==> src/rtl/cordic_mag_avg.sv <==
// cordic_mag_avg
// Block averager for the unsigned magnitude stream produced by the pipelined
// CORDIC magnitude unit. The unit sums blocks of 2**LOG2_N samples and presents
// floor(sum / 2**LOG2_N) on a valid/ready port. Upstream cannot stall, so a
// result that finds the output still occupied is dropped and counted.
//
// Optional feature macro: CORDIC_MAG_PEAK_EN
//   defined   - per-block unsigned maximum is tracked and presented on peak_o
//   undefined - peak_o is tied to zero and no tracker logic is built
//
// WIDTH must equal Q_I+Q_F+1; LOG2_N is legal in the range 1..8.
module cordic_mag_avg #(
  parameter int Q_I    = 15,
  parameter int Q_F    = 16,
  parameter int WIDTH  = Q_I + Q_F + 1,
  parameter int LOG2_N = 4,
  parameter int DROP_W = 8
) (
  input  logic              clk_i,
  input  logic              rst_ni,
  input  logic              clear_i,
  input  logic              valid_i,
  input  logic [WIDTH-1:0]  data_i,
  output logic              valid_o,
  input  logic              ready_i,
  output logic [WIDTH-1:0]  mean_o,
  output logic [WIDTH-1:0]  peak_o,
  output logic              overrun_o,
  output logic [DROP_W-1:0] drop_cnt_o
);

  // The accumulator carries LOG2_N guard bits so a full block of all-ones
  // samples still fits without wrapping.
  localparam int ACC_W = WIDTH + LOG2_N;

  typedef enum logic {
    ST_EMPTY = 1'b0,
    ST_FULL  = 1'b1
  } state_t;

  state_t              r_state;
  state_t              w_state_next;

  logic [LOG2_N-1:0]   r_cnt;
  logic [ACC_W-1:0]    r_acc;
  logic [ACC_W-1:0]    w_acc_sum;
  logic [WIDTH-1:0]    r_mean;
  logic                r_overrun;
  logic [DROP_W-1:0]   r_drop_cnt;

  logic                w_sample;
  logic                w_complete;
  logic                w_accept;
  logic                w_load;
  logic                w_drop;

  // clear_i wins over a coincident sample, so a sample only counts without it.
  assign w_sample   = valid_i && !clear_i;
  assign w_complete = w_sample && (&r_cnt);
  assign w_accept   = (r_state == ST_FULL) && ready_i;

  // A finished block is stored if the holding register is free or is being
  // emptied in this very cycle (back-to-back delivery); otherwise it is lost.
  assign w_load     = w_complete && ((r_state == ST_EMPTY) || w_accept);
  assign w_drop     = w_complete && (r_state == ST_FULL) && !w_accept;

  // The completing sample is folded in combinationally so it is part of the
  // result without an extra pipeline stage.
  assign w_acc_sum  = r_acc + {{LOG2_N{1'b0}}, data_i};

  // Sample counter and accumulator; both restart after a completed block.
  always_ff @(posedge clk_i or negedge rst_ni) begin
    if (!rst_ni) begin
      r_cnt <= '0;
      r_acc <= '0;
    end else if (clear_i) begin
      r_cnt <= '0;
      r_acc <= '0;
    end else if (w_sample) begin
      r_cnt <= r_cnt + LOG2_N'(1);
      if (w_complete) begin
        r_acc <= '0;
      end else begin
        r_acc <= w_acc_sum;
      end
    end
  end

  // Output FSM state register.
  always_ff @(posedge clk_i or negedge rst_ni) begin
    if (!rst_ni) begin
      r_state <= ST_EMPTY;
    end else begin
      r_state <= w_state_next;
    end
  end

  // Output FSM next-state: a completion keeps or makes the port FULL; an
  // acceptance without a new completion empties it.
  always_comb begin
    w_state_next = r_state;
    if (clear_i) begin
      w_state_next = ST_EMPTY;
    end else begin
      case (r_state)
        ST_EMPTY: begin
          if (w_complete) begin
            w_state_next = ST_FULL;
          end
        end
        ST_FULL: begin
          if (w_accept && !w_complete) begin
            w_state_next = ST_EMPTY;
          end
        end
        default: begin
          w_state_next = ST_EMPTY;
        end
      endcase
    end
  end

  // Held mean: loaded only when a block result is accepted into the port, so
  // it stays stable while the consumer stalls.
  always_ff @(posedge clk_i or negedge rst_ni) begin
    if (!rst_ni) begin
      r_mean <= '0;
    end else if (clear_i) begin
      r_mean <= '0;
    end else if (w_load) begin
      r_mean <= w_acc_sum[ACC_W-1:LOG2_N];
    end
  end

  // Overrun pulse: one cycle after a completion that found the port occupied.
  always_ff @(posedge clk_i or negedge rst_ni) begin
    if (!rst_ni) begin
      r_overrun <= 1'b0;
    end else begin
      r_overrun <= w_drop;
    end
  end

  // Saturating drop counter; deliberately survives clear_i.
  always_ff @(posedge clk_i or negedge rst_ni) begin
    if (!rst_ni) begin
      r_drop_cnt <= '0;
    end else if (w_drop && (r_drop_cnt != {DROP_W{1'b1}})) begin
      r_drop_cnt <= r_drop_cnt + DROP_W'(1);
    end
  end

`ifdef CORDIC_MAG_PEAK_EN
  logic [WIDTH-1:0] r_peak_trk;
  logic [WIDTH-1:0] r_peak;
  logic [WIDTH-1:0] w_peak_max;

  // Running maximum including the current sample.
  assign w_peak_max = (data_i > r_peak_trk) ? data_i : r_peak_trk;

  // Per-block peak tracker; restarts after each completed block.
  always_ff @(posedge clk_i or negedge rst_ni) begin
    if (!rst_ni) begin
      r_peak_trk <= '0;
    end else if (clear_i) begin
      r_peak_trk <= '0;
    end else if (w_sample) begin
      if (w_complete) begin
        r_peak_trk <= '0;
      end else begin
        r_peak_trk <= w_peak_max;
      end
    end
  end

  // Held peak follows exactly the same load/clear rules as the held mean.
  always_ff @(posedge clk_i or negedge rst_ni) begin
    if (!rst_ni) begin
      r_peak <= '0;
    end else if (clear_i) begin
      r_peak <= '0;
    end else if (w_load) begin
      r_peak <= w_peak_max;
    end
  end

  assign peak_o = r_peak;
`else
  assign peak_o = '0;
`endif

  assign valid_o    = (r_state == ST_FULL);
  assign mean_o     = r_mean;
  assign overrun_o  = r_overrun;
  assign drop_cnt_o = r_drop_cnt;

endmodule

==> config.mk <==
export PLATFORM = sky130hd
export DESIGN_NAME = cordic_mag_avg
export DESIGN_NICKNAME = d
export VERILOG_FILES = /design/src/rtl/cordic_mag_avg.sv
export SDC_FILE = /design/constraint.sdc
export NUM_CORES = 1
export LEC_CHECK = 0
export CAP_MARGIN = 25
export CORE_UTILIZATION = 40
export DETAILED_ROUTE_END_ITERATION = 6
export PLACE_DENSITY_LB_ADDON = 0.3
export SLEW_MARGIN = 20
export SYNTH_ARGS = -nofsm -noshare
export SYNTH_HDL_FRONTEND = slang
export SYNTH_SLANG_ARGS = --single-unit
export TNS_END_PERCENT = 1
==> constraint.sdc <==
create_clock -name clk_i -period 5.45 [get_ports clk_i]
set_clock_uncertainty 0.1 [all_clocks]
set_input_delay 0.545 -clock clk_i [delete_from_list [all_inputs] [get_ports clk_i]]
set_output_delay 0.545 -clock clk_i [all_outputs]
set_load 0.05 [all_outputs]
==> impl_results.md <==
- Reg2Reg Setup Slack: approximately 2400 ps
- Slew Limit Headroom: 0.400
- WS Path Type: in -> reg
- FP Rows: 41
- Worst-Margin Slew: 899 ps
- Largest family of logic cells by synthesized area: compound AO/OA/AOI/OAI gates
- Setup crit start: clear_i
- Clk_lat worst skew: between 300 and 400 ps
- YS warnings: 0
- Synthesized area: 5360 µm²
- Register area: a little over 2000 µm²
- Die W: 118 µm
- Via/cell ratio: roughly 5.5
- Nets: ~730
- Worst reg2reg path depth: 10
- Root buffer cell: clkbuf_16
- Pin count of the biggest net entering global routing: 47
- Crit-path max FO: 22
- DRC Markers: 0
- Detail Route Antenna Nets: 0
- TritonCTS Sinks: roughly 80
- Hold Violations, Final: 0
- Area growth syn-to-layout: 20.0%
- Fmax: roughly 0.28 GHz
- Placed insts: between 800 and 900
- IO Count: between 100 and 150
- Clock buffer depth: 2
- Synth Area in Adders: 0.0830
- Slowest CP cell: clkdlybuf4s50_1
- Setup Buffers After CTS: 0
- Vias in the first global route: 4607
- Commonest non-fill, non-tap cell in the layout: dfrtp_1
- Final HPWL DP: around 10000 µm
- CTS tree: done
- Number of distinct library cells after synthesis: 57
- Post-cts resize count: 0
- Compound-Gate Fraction of Synth Area: 0.232
- Final min period: approximately 3500 ps
- Pre-Repair DR Iteration Count: 5
- Top_reg_cell synth: dfrtp_1
- Slew Viols, Final: 0
- Post-Syn Area per Cell: approximately 9 µm²
- Crit path cell chain: clkdlybuf4s50_1, nor2b_1, nand4_1, nand2b_1, buf_4, and3_1, a311oi_1, nand2_1
- Cell family contributing the most delay on the critical path: simple AND/OR/NAND/NOR gates
- CP peak stage delay: around 830 ps
- CP Capture Point: mean_o[30]
- R2r endpoint: mean_o[24]
- CP Data Arrival Time: roughly 3700 ps
- Asr flop ratio synth: 1.00
- Gr usage total: 0.205
- Pwr Density: 304 nW/µm²
- GRT overflow: 0
- Starting Density: 0.418
- #FFs+latches synth: between 80 and 90
- Number of vias in the routed layout: around 4600
- Final Setup Violations: 0
- Initial antenna violation count: 0
- Total wire length: between 10000 and 15000 µm
- Core Area: about 13000 µm²
- Die area: approximately 14000 µm²
- Commonest non-fill, non-tap cells in the layout: dfrtp_1, clkdlybuf4s50_1, nand2_1
- Synthesized instance count: slightly below 600
- Hold-fix buffers, CTS: 0
- Htree depth: 3
- Die Y-Extent: between 100 and 150 µm
- Reg-to-Reg Start: r_acc[0]
- Iteration-0 DRC Markers: ~320
- Port bufs: 78
- CP Depth: 8
- Sequential share of the synthesized area: 0.383
- Worst Path Required: ~5600 ps
- First-pass GRT wire length: roughly 23000 µm
- Bufs and invs on worst path: 2
- Wire per inst: around 16 µm
- CTS clk-pin slew, worst paths: approximately 60 ps
- Fillers: 1226
- Multi-input gate area: roughly 3000 µm²
- Part of the cycle the worst path needs: 0.647
- ANT cells: 0
- RSZ-0062 raised after global routing: no
- Outcome: completed
- RD Place Congestion: around 0.94
- LEAKAGE: roughly 3.0 nW
- Worst Hold Class: in -> async
- Multiplexer share of the synthesized area: 0.00770
- CTS Buf Count: 9
- Simple-Gate Fraction of Synth Area: 0.152
- Maximum vdd drop: between 0.1 and 0.15 mV
- Layout Cells excl Fill: roughly 840
- Number of max-cap violations: 0
- Setup TNS: 0 ps
- Layout cell share with drive strength beyond 1: 0.0558
- CP endpoint kind: flip-flop
- Worst setup SP type: primary input
- Post-Synth XOR/XNOR Area: 0.0637
- Number of flops mapped to enable cells by yosys: 0
==> per-layer routing <==
| metal | GRT usage | wire, µm |
|---|---|---|
| met3 | 0.0325 | 663 |
| met5 | 0 | 0 |
| met2 | 0.326 | 6340 |
| met1 | 0.278 | 6480 |
| met4 | 0.0785 | 254 |
==> cell usage after synthesis, types with 2 or more instances <==
master	n	area (µm²)
dfrtp_1	82	2050
nand2_1	71	267
a21oi_1	50	250
o21ai_0	37	185
ha_1	34	425
buf_4	32	240
xnor2_1	30	263
nor2_1	23	86.3
clkbuf_1	22	82.6
a21o_1	21	158
nand3_1	18	90.1
a22o_1	17	149
and3_1	17	106
inv_1	17	63.8
nand4_1	15	93.8
xor2_1	9	78.8
o21bai_1	8	60.1
or3_1	7	43.8
nor3_1	6	30.0
a31oi_1	5	31.3
o211ai_1	5	37.5
a211oi_1	4	30.0
and2_1	4	25.0
o21a_1	4	30.0
o31ai_1	4	30.0
a21o_2	3	26.3
a311oi_1	3	26.3
a31o_2	3	26.3
buf_2	3	15.0
mux2i_1	3	30.0
nand2b_1	3	18.8
nor2b_1	3	18.8
a211o_1	2	17.5
a22oi_1	2	15.0
buf_1	2	7.51
clkbuf_2	2	10.0
o21ai_1	2	10.0
o21ai_2	2	17.5
o2bb2ai_1	2	17.5
==> power breakdown <==
group | total, mW | internal, mW | leakage [nW] | switching (mW)
Clock | 0.563 | 0.317 | 0.134 | 0.246
Combinational | 0.698 | 0.258 | 1.77 | 0.440
Sequential | 0.694 | 0.659 | 1.12 | 0.0355
==> area by class of cell <==
class	count	share of cell area
clock buffers	10	0.0371
clock inverters	5	0.00486
inverters	17	0.00991
multi-input cells	466	0.468
flip-flops and latches	82	0.319
well taps	172	0.0334
repair buffers	83	0.128
==> through the flow <==
stage / power (mW) / util / area, µm² / hold WS [ps] / setup WS [ps]
final: 1.96 / 0.502 / 6440 / 69.0 / 1920
after global routing: 2.07 / 0.502 / 6440 / 105 / 1710
after CTS: 1.96 / 0.502 / 6440 / 91.6 / 1990
after detailed placement: 1.39 / 0.481 / 6170 / 381 / 1640
after global placement: 1.37 / 0.480 / 6150 / 367 / 1800
after floorplan: 1.24 / - / 5480 / 149 / 2680
==> registers in the layout, summed over array words and instances, names as in the netlist <==
signal and cells:
drop_cnt_o 8, overrun_o 1, r_acc 36, r_cnt 4
mean_o 32, valid_o 1
==> kinds of logic (layout without fill, tap and decap cells) <==
| group | after synthesis | in the layout |
|---|---|---|
| flip-flops | 82 | 82 |
| XOR/XNOR | 39 | 39 |
| AO/OA/AOI/OAI | 184 | 184 |
| AND/OR/NAND/NOR | 172 | 172 |
| buffers and inverters | 78 | 115 |
| multiplexers | 4 | 4 |
| adder cells (fa/ha/maj) | 35 | 35 |
| other | 1 | 32 |
==> worst min path at each step <==
stage | from | to | slack, ps | cells past startpoint
final | rst_ni | mean_o[23] | 70 | 1
after global routing | rst_ni | mean_o[23] | 110 | 1
after CTS | rst_ni | mean_o[23] | 90 | 1
after detailed placement | r_acc[31] | r_acc[31] | 380 | 2
after global placement | r_acc[31] | r_acc[31] | 370 | 2
after floorplan | rst_ni | drop_cnt_o[0] | 150 | 0
==> worst register-to-register path: stages, from the launching register on <==
cell and delay, ps:
dfrtp_1 370, ha_1 210, fa_1 230, a21o_2 150, nand4_1 130, a211o_1 380
a21oi_1 260, o221ai_1 270, o21ai_2 440, nor2_1 110, a211o_1 290
(Power assumes the default switching activity.)
==> edit (same settings) <==
Add a define of `CORDIC_MAG_PEAK_EN`.
--- a/src/rtl/cordic_mag_avg.sv
+++ b/src/rtl/cordic_mag_avg.sv
@@ -10,4 +10,6 @@
 //
 // WIDTH must equal Q_I+Q_F+1; LOG2_N is legal in the range 1..8.
+`define CORDIC_MAG_PEAK_EN
+
 module cordic_mag_avg #(
   parameter int Q_I    = 15,
Formal check against the unedited RTL: no difference found for any inputs over 10 cycles, from zero or initial values and one cycle with rst_ni low; that may be too few to reach the edited logic, so the function may still have changed.
==> edit against the unedited design <==
- first-iteration DRC count increased by 41%
- wire length increased by 74%
- synthesized area increased by 61%
- final area increased by 65%
- worst setup slack got worse by 0.43 ns
- synthesized cell count increased by 52%
- clock power increased by 130%
- non-clock buffer count increased by 38
- sequential cell count increased by 64
- register-to-register slack got worse by 0.67 ns
- cell count increased by 53%
- critical endpoint is now r_peak_trk[20]$_DFFE_PN0P_
- power increased by 110%
==> edit: results (changes against the unedited design) <==
ir_worst_vdd_mv: 0.2479  # +99%
grt_use_met2_pct: 34.72  # +2.1 points
clock_path_buffers: 2  # unchanged
critPathMaxFanout: 18  # -18%
power.leakage_nw: 4.751  # +57%
worst-r2r-cell-count: 11  # +1
top_register: "r_acc"
final_nets: 1094  # +50%
synth-xor-area-share_pct: 4.066  # -2.3 points
max_freq_mhz: 252.7  # -11%
ys_async_sr_fraction_pct: 100.0  # unchanged
grt_usage_pct: 22.70  # +2.2 points
first_global_vias: 7147  # +55%
layout-drive-gt1-share_pct: 5.284  # -0.30 points
drt_first_pass_iters: 5  # unchanged
hold_class: "in -> async"
antenna_found_initial: 0  # unchanged
grtUsageMet1_pct: 32.70  # +4.9 points
antenna_cells: 0  # unchanged
portBuffers: 110  # +41%
grt_max_degree: 89  # +89%
htreeDepth: 4  # +1
synth_area_leaders: "dfrtp_1 (42%), ha_1 (9.6%), a22o_1 (5.6%)"
insertion_delay_ns: 0.43  # +0.09 ns
numCtsBuffers: 17  # +8
first_iter_violations: 448  # +41%
use_met3_pct: 4.067  # +0.82 points
yosysSeqAreaShare_pct: 42.40  # +4.1 points
status: "finished clean"
synth-compound-area-share_pct: 22.03  # -1.2 points
place_worst_setup_slack_ns: 1.106  # -0.5321 ns
syn_nets: 1006
wire_per_inst_um: 18.66  # +13%
yosys.area_share.adder_pct: 9.817  # +1.5 points
gp_congestion: 0.9079  # -3.1%
yosys_warnings: 0  # unchanged
fillerInstances: 1990  # +62%
cts_resized: 0  # unchanged
synth_cell_types: 55  # -3.5%
whs_ns: 0.04523  # -0.02373 ns
synth_common_cells: "dfrtp_1 (146), nand2_1 (90), ha_1 (66)"
ff2ff_setup_slack_ns: 1.74  # -0.67 ns
synthMuxAreaShare_pct: 2.454  # +1.7 points
worst_slew_pin_slew_ns: 0.8729  # -0.02634 ns
grt_pass1_wl_mm: 39.14  # +72%
cp.arrival_ns: 4.22  # +0.56 ns
cts_setup_buffers: 0  # unchanged
cts_root_buf: "clkbuf_16"
hold_viol: 0  # unchanged
vias: 7273  # +57%
place_hpwl_mm: 16.47  # +64%
[edit: cell types whose count changed in the layout (fill, tap and decap cells not counted), moves of 14 or more]
cell,before,now
clkdlybuf4s50_1,77,108
conb_1,32,0
o311ai_1,0,14
nor2_1,22,60
dfrtp_1,82,146
ha_1,34,66
nand2_1,71,89
nand3b_1,1,19
inv_1,17,43
a211oi_1,4,26
mux2i_1,3,20
a22o_1,17,55
[edit: cell type report]
class | count | share of cell area [%]
timing repair buffer | 121 | 11.13
sequential | 146 | 34.48
clock inverter | 12 | 1.936
tap | 275 | 3.247
clock buffer | 20 | 4.310
multi-input combinational | 661 | 43.37
inverter | 43 | 1.523
[edit: cells by family (layout without fill, tap and decap cells)]
group / Yosys count / in the layout
AO/OA/AOI/OAI: 269 / 269
AND/OR/NAND/NOR: 264 / 264
flip-flops: 146 / 146
buffers and inverters: 95 / 196
adder cells (fa/ha/maj): 67 / 67
XOR/XNOR: 40 / 40
multiplexers: 21 / 21
[edit: worst paths after layout]
kind,end,start
setup / recovery,r_peak_trk[20]$_DFFE_PN0P_,data_i[31]
hold / removal,peak_o[13]$_DFFE_PN0P_,rst_ni
setup reg to reg,r_peak_trk[20]$_DFFE_PN0P_,r_peak_trk[29]$_DFFE_PN0P_
hold reg to reg,r_acc[23]$_DFFE_PN0P_,r_acc[23]$_DFFE_PN0P_
max in group asynchronous,r_acc[12]$_DFFE_PN0P_,rst_ni
min in group clk_i,r_acc[23]$_DFFE_PN0P_,r_acc[23]$_DFFE_PN0P_
[edit: metrics by stage]
step	instance area [um2]	std cells
floorplan	8616	902
global placement	9935	1246
detailed placement	9935	1246
CTS	10600	1278
global route	10600	1278
finish	10600	1278
[edit: worst max-delay path, stage by stage]
cell and delay [ns]:
clkdlybuf4s50_1 0.52, ha_1 0.36, nand4_1 0.16, or4_1 0.57, or3_1 0.43, nor3b_1 0.17
a22oi_2 0.17, o21ai_4 0.12, o22ai_2 0.62, buf_4 0.37, a22o_1 0.17
[edit: power by group]
part	leakage, nW	switching (mW)	internal, mW	total [mW]
Clock	0.316	0.486	0.839	1.32
Combinational	2.46	0.894	0.579	1.47
Sequential	1.97	0.0968	1.21	1.31
Total	4.75	1.48	2.63	4.10
[edit: metal layers]
layer | vias up | wire length [um]
li1 | 3471 | -
met1 | 3595 | 11640
met2 | 180 | 10740
met3 | 27 | 1090
met4 | 0 | 376
met5 | - | 0
